===== config.mk =====
export PLATFORM = sky130hd
export DESIGN_NAME = slave_fifo_chan
export DESIGN_NICKNAME = d
export VERILOG_FILES = /design/src/rtl/slave_fifo_pkg.sv /design/src/rtl/slave_fifo_chan_mem.sv /design/src/rtl/slave_fifo_chan.sv
export SDC_FILE = /design/constraint.sdc
export NUM_CORES = 1
export LEC_CHECK = 0
export CORE_MARGIN = 4
export CORE_UTILIZATION = 24
export DETAILED_ROUTE_END_ITERATION = 10
export MAX_ROUTING_LAYER = met4
export SETUP_SLACK_MARGIN = 0.02
export SLEW_MARGIN = 20
export SYNTH_ARGS = -nofsm -noshare
export SYNTH_HDL_FRONTEND = slang
export SYNTH_SLANG_ARGS = --single-unit

===== constraint.sdc =====
create_clock -name clk -period 6.1 [get_ports clk]
set_input_delay 0.915 -clock clk [delete_from_list [all_inputs] [get_ports clk]]
set_output_delay 0.915 -clock clk [all_outputs]
set_load 0.005 [all_outputs]

===== src/rtl/slave_fifo_pkg.sv =====
// Shared constants and helpers for the slave channel buffer.
// Default sizes, pointer-width helper and the default slack/count field type.
package slave_fifo_pkg;

  localparam int DEF_DATA_W = 32;
  localparam int DEF_DEPTH  = 8;
  localparam int DEF_CNT_W  = 16;

  function automatic int ptr_w(input int depth);
    return (depth > 1) ? $clog2(depth) : 1;
  endfunction

  typedef logic [ptr_w(DEF_DEPTH):0] slack_t;

endpackage


===== src/rtl/slave_fifo_chan_mem.sv =====
// DEPTH x DATA_W register array: sync write port, async read port.
// Ports: clk, we, waddr, wdata (write); raddr, rdata (read). No reset.
module sfifo_mem #(
  parameter int DATA_W = 32,
  parameter int DEPTH  = 8,
  parameter int PTR_W  = 3
) (
  input  logic              clk,
  input  logic              we,
  input  logic [PTR_W-1:0]  waddr,
  input  logic [DATA_W-1:0] wdata,
  input  logic [PTR_W-1:0]  raddr,
  output logic [DATA_W-1:0] rdata
);

  logic [DATA_W-1:0] mem_q [DEPTH];

  always_ff @(posedge clk) begin
    if (we) mem_q[waddr] <= wdata;
  end

  assign rdata = mem_q[raddr];

endmodule


===== src/rtl/slave_fifo_chan.sv =====
// Slave channel buffer: valid/ready FIFO with enable, flush, almost-full
// and a saturating accepted-word counter. Ports: up_* in, dn_* out, status.
module slave_fifo_chan
  import slave_fifo_pkg::*;
#(
  parameter int DATA_W    = DEF_DATA_W,
  parameter int DEPTH     = DEF_DEPTH,
  parameter int PTR_W     = ptr_w(DEPTH),
  parameter int AF_THRESH = DEPTH - 2,
  parameter int CNT_W     = DEF_CNT_W
) (
  input  logic              clk,
  input  logic              rst_n,
  input  logic              ch_en,
  input  logic              flush,
  input  logic              up_valid,
  input  logic [DATA_W-1:0] up_data,
  output logic              up_ready,
  output logic              dn_valid,
  output logic [DATA_W-1:0] dn_data,
  input  logic              dn_ready,
  output logic [PTR_W:0]    fifo_slack,
  output logic              almost_full,
  output logic [CNT_W-1:0]  wr_count
);

  typedef logic [PTR_W:0] cnt_t;

  localparam cnt_t DEPTH_C = cnt_t'(DEPTH);
  localparam cnt_t AF_C    = cnt_t'(AF_THRESH);

  logic [PTR_W-1:0]  wr_ptr_q, wr_ptr_d;
  logic [PTR_W-1:0]  rd_ptr_q, rd_ptr_d;
  cnt_t              count_q, count_d;
  logic [CNT_W-1:0]  wr_cnt_q, wr_cnt_d;
  logic              af_q;
  logic              full, empty;
  logic              wr_fire, rd_fire;
  logic [DATA_W-1:0] rdata;

  assign full     = (count_q == DEPTH_C);
  assign empty    = (count_q == '0);
  assign up_ready = rst_n & ch_en & ~full & ~flush;
  assign wr_fire  = up_valid & up_ready;
  assign dn_valid = ~empty;
  assign rd_fire  = dn_valid & dn_ready & ~flush;

  sfifo_mem #(
    .DATA_W (DATA_W),
    .DEPTH  (DEPTH),
    .PTR_W  (PTR_W)
  ) u_mem (
    .clk   (clk),
    .we    (wr_fire),
    .waddr (wr_ptr_q),
    .wdata (up_data),
    .raddr (rd_ptr_q),
    .rdata (rdata)
  );

  always_comb begin
    wr_ptr_d = wr_ptr_q;
    rd_ptr_d = rd_ptr_q;
    count_d  = count_q;
    wr_cnt_d = wr_cnt_q;
    if (flush) begin
      wr_ptr_d = '0;
      rd_ptr_d = '0;
      count_d  = '0;
      wr_cnt_d = '0;
    end else begin
      if (wr_fire) wr_ptr_d = wr_ptr_q + 1'b1;
      if (rd_fire) rd_ptr_d = rd_ptr_q + 1'b1;
      unique case ({wr_fire, rd_fire})
        2'b10:   count_d = count_q + 1'b1;
        2'b01:   count_d = count_q - 1'b1;
        default: count_d = count_q;
      endcase
      if (wr_fire && (wr_cnt_q != '1))
        wr_cnt_d = wr_cnt_q + 1'b1;
    end
  end

  always_ff @(posedge clk or negedge rst_n) begin
    if (!rst_n) begin
      wr_ptr_q <= '0;
      rd_ptr_q <= '0;
      count_q  <= '0;
      wr_cnt_q <= '0;
      af_q     <= 1'b0;
    end else begin
      wr_ptr_q <= wr_ptr_d;
      rd_ptr_q <= rd_ptr_d;
      count_q  <= count_d;
      wr_cnt_q <= wr_cnt_d;
      af_q     <= (count_d >= AF_C);
    end
  end

  assign dn_data     = dn_valid ? rdata : '0;
  assign fifo_slack  = DEPTH_C - count_q;
  assign almost_full = af_q;
  assign wr_count    = wr_cnt_q;

  // A stalled upstream word must not change until taken or withdrawn.
  a_up_hold: assert property (
    @(posedge clk) disable iff (!rst_n)
    (up_valid && !up_ready) |=> (!up_valid || $stable(up_data))
  );

endmodule


==> results.tsv <==
metric	value	unit
r2r_slack	2.64	ns
clock_path_buffers	3	
total_power	0.00418	W
ys_types	45	
fill_cells	4522	
netlist_area	11400	um^2
status	finished, final reports clean	
pre_cts_slack	2.25	ns
cts_setup_buffers	0	
maxCapViolations	0	
drive_above_1_share	21.5	%
dp_hpwl	15000	um
first_pass_iters	4	
grt_first_pass_wirelength	38600	um
worst_path_dominant_cell_family	buffers and inverters	
synth_nets	636	
register_area	8370	um^2
tns	0	ns
slowest_delay	0.76	ns
ys_warn_count	0	
synthFlopType	edfxtp_1	
vias	5798	
synth_edf_count	256	
post-route-util	30.4	%
clock.fmax	0.242	GHz
cts.sinks	283	
die_area	51100	um^2
cts.reportedPaths.clkPinSlew	0.06	ns
syn_inst	591	
syn2layout_area_growth	24.5	%
cp-start-kind	flip-flop	
maxSlewViolCount	0	
multi_input_area	2940	um^2
ctsResizeCount	0	
ir_drop	0.209	mV
core	46800	um^2
final_nets	747	
drt_iter0_drc	388	
die_w	226	um
antenna_left	0	
hold_class	flip-flop to flip-flop	
cts_buffers	30	
critical_path_arrival	3.22	ns
synth_seq_cells	283	
synth-seq-area-share	73.3	%
wire_per_inst	19.3	um
clock_skew	0.0388	ns
dp_cells	1277	
grt_pass1_vias	6174	
critPathBufInv	2	
antenna_found_initial	4	
grt_start_max_net_pins	67	
relSlewSlack	31.3	%
cts_root_buf	clkbuf_16	
worst_slew_pin_slew	1.03	ns
viasPerCell	4.34	
cp-end-kind	primary output	
drt-total-wl	25800	um
path_cells	buf_4 -> mux4_2 -> mux2i_1 -> nor2_1 -> clkdlybuf4s50_1	
hold_viol	0	
num_rows	79	
worstPathRequired	5.18	ns
cts_tree	yes	
synthArstFlopShare	9.54	%
static-leakage-power	4.45	nW
io_buffer_count	92	
start_util	24.4	%
layout_setup_ws	1.96	ns
fin_crit_sh	67.8	%
syn_avg_cell_area	19.3	um^2
drcViolationCount	0	
min_period	4.14	ns
hold_buffers	0	
path_max_fanout	24	
fin_cells	1337	
grt_use_total	10.2	%
grt_overflow	0	
rsz0062_at_grt	no	
io_pins	93	
die_h	226	um
gp_congestion	0.759	
slowest_stage	dfrtp_4	
setup_viol	0	
critPathKind	flip-flop to primary output	
clkLatencyLatePin	0.58	ns
power_density	294	nW/um^2
cts.htree.levels	1	
[worst register-to-register path: stages (launching register included)]
cell      delay, ns
dfrtp_1        0.48
inv_1          0.10
ha_1           0.22
nor3b_2        0.18
buf_4          0.47
inv_1          0.17
nand2_1        0.16
nor2_1         0.08
ha_1           0.30
xor2_1         0.17
ha_1           0.18
a21oi_1        0.16
mux2i_1        0.24
mux2i_1        0.25
o221ai_1       0.14
[flip-flops by register name, indices dropped and copies added (netlist names)]
| signal | cells |
|---|---|
| almost_full | 1 |
| count_q | 4 |
| wr_count | 16 |
| rd_ptr_q | 3 |
| u_mem.mem_q | 256 |
| wr_ptr_q | 3 |
[kinds of logic after synthesis]
logic type,count (synthesis),share of synthesized area [%]
adders and majority gates,7,0.768
xor gates and xnor gates,7,0.537
muxes,109,16.7
and+or+nand+nor,121,5.83
buffers and inverters,39,1.45
AOI/OAI and AO/OA,25,1.46
DFF,283,73.3
[where the power goes]
part           switching (W)  leakage (nW)  internal, W  total (W)
Sequential        0.00000995          2.67      0.00212    0.00213
Combinational      0.0000796          1.28    0.0000813   0.000161
Clock               0.000747         0.499      0.00114    0.00189
[layout make-up]
| class | instances | area share (%) |
|---|---|---|
| Sequential cell | 283 | 58.9 |
| Antenna cell | 4 | 0.0704 |
| Inverter | 9 | 0.238 |
| Clock inverter | 17 | 1.68 |
| Clock buffer | 39 | 5.66 |
| Tap cell | 607 | 5.34 |
| Multi-Input combinational cell | 269 | 20.7 |
| Timing Repair Buffer | 109 | 7.38 |
[cell usage in the layout (no fill, tap or decap), types with 8 or more instances in the layout]
cell             instances
buf_4                   17
dfrtp_1                 24
edfxtp_1               256
nor2b_1                 11
inv_1                    8
mux2i_1                 37
nor2_1                  46
a21oi_1                 10
clkbuf_16               30
nand2_1                 17
clkdlybuf4s50_1         92
nand4_1                  8
mux4_2                  64
[path summary, 6_finish.rpt]
kind	endpoint	startpoint	depth (start not counted)
worst max register to register	almost_full	count_q[0]	14
worst min register to register	wr_count[0]	wr_count[0]	1
max in group asynchronous	rd_ptr_q[0]	rst_n	2
worst min-delay path	wr_count[0]	wr_count[0]	1
worst max-delay path	dn_data[29]	rd_ptr_q[0]	5
min in group asynchronous	wr_count[14]	rst_n	2
[metal layers]
metal,vias up,wire (um),global-route usage [%]
met4,0,416,1.90
li1,2623,-,-
met3,34,1070,2.43
met1,3039,11100,12.7
met2,102,13200,17.4
met5,-,0,-
[stage by stage]
step	instance area (um^2)	hold slack [ns]
2_1_floorplan	11400	0.511
3_3_place_gp	13100	0.526
3_5_place_dp	13100	0.532
4_1_cts	14200	0.544
5_1_grt	14200	0.573
6_report	14200	0.534
[cell usage after synthesis (3+ instances only)]
cell type / instances / share of area [%]
inv_1: 8 / 0.26
xor2_1: 6 / 0.46
clkbuf_1: 15 / 0.49
edfxtp_1: 256 / 67
mux4_2: 64 / 13
nor2_1: 47 / 1.5
mux2_2: 7 / 0.69
and3_1: 3 / 0.16
nand4_1: 8 / 0.44
buf_2: 6 / 0.26
nand3_1: 4 / 0.18
a21oi_1: 10 / 0.44
nor3b_1: 3 / 0.20
mux2i_1: 37 / 3.2
nor3_1: 4 / 0.18
nor2b_1: 11 / 0.60
nor4_1: 5 / 0.27
o21ai_0: 4 / 0.18
buf_4: 3 / 0.20
dfrtp_1: 27 / 5.9
ha_1: 7 / 0.77
nand2_1: 17 / 0.56
or4_1: 3 / 0.20
buf_1: 6 / 0.20
o31ai_1: 3 / 0.20
(Power assumes the default switching activity.)
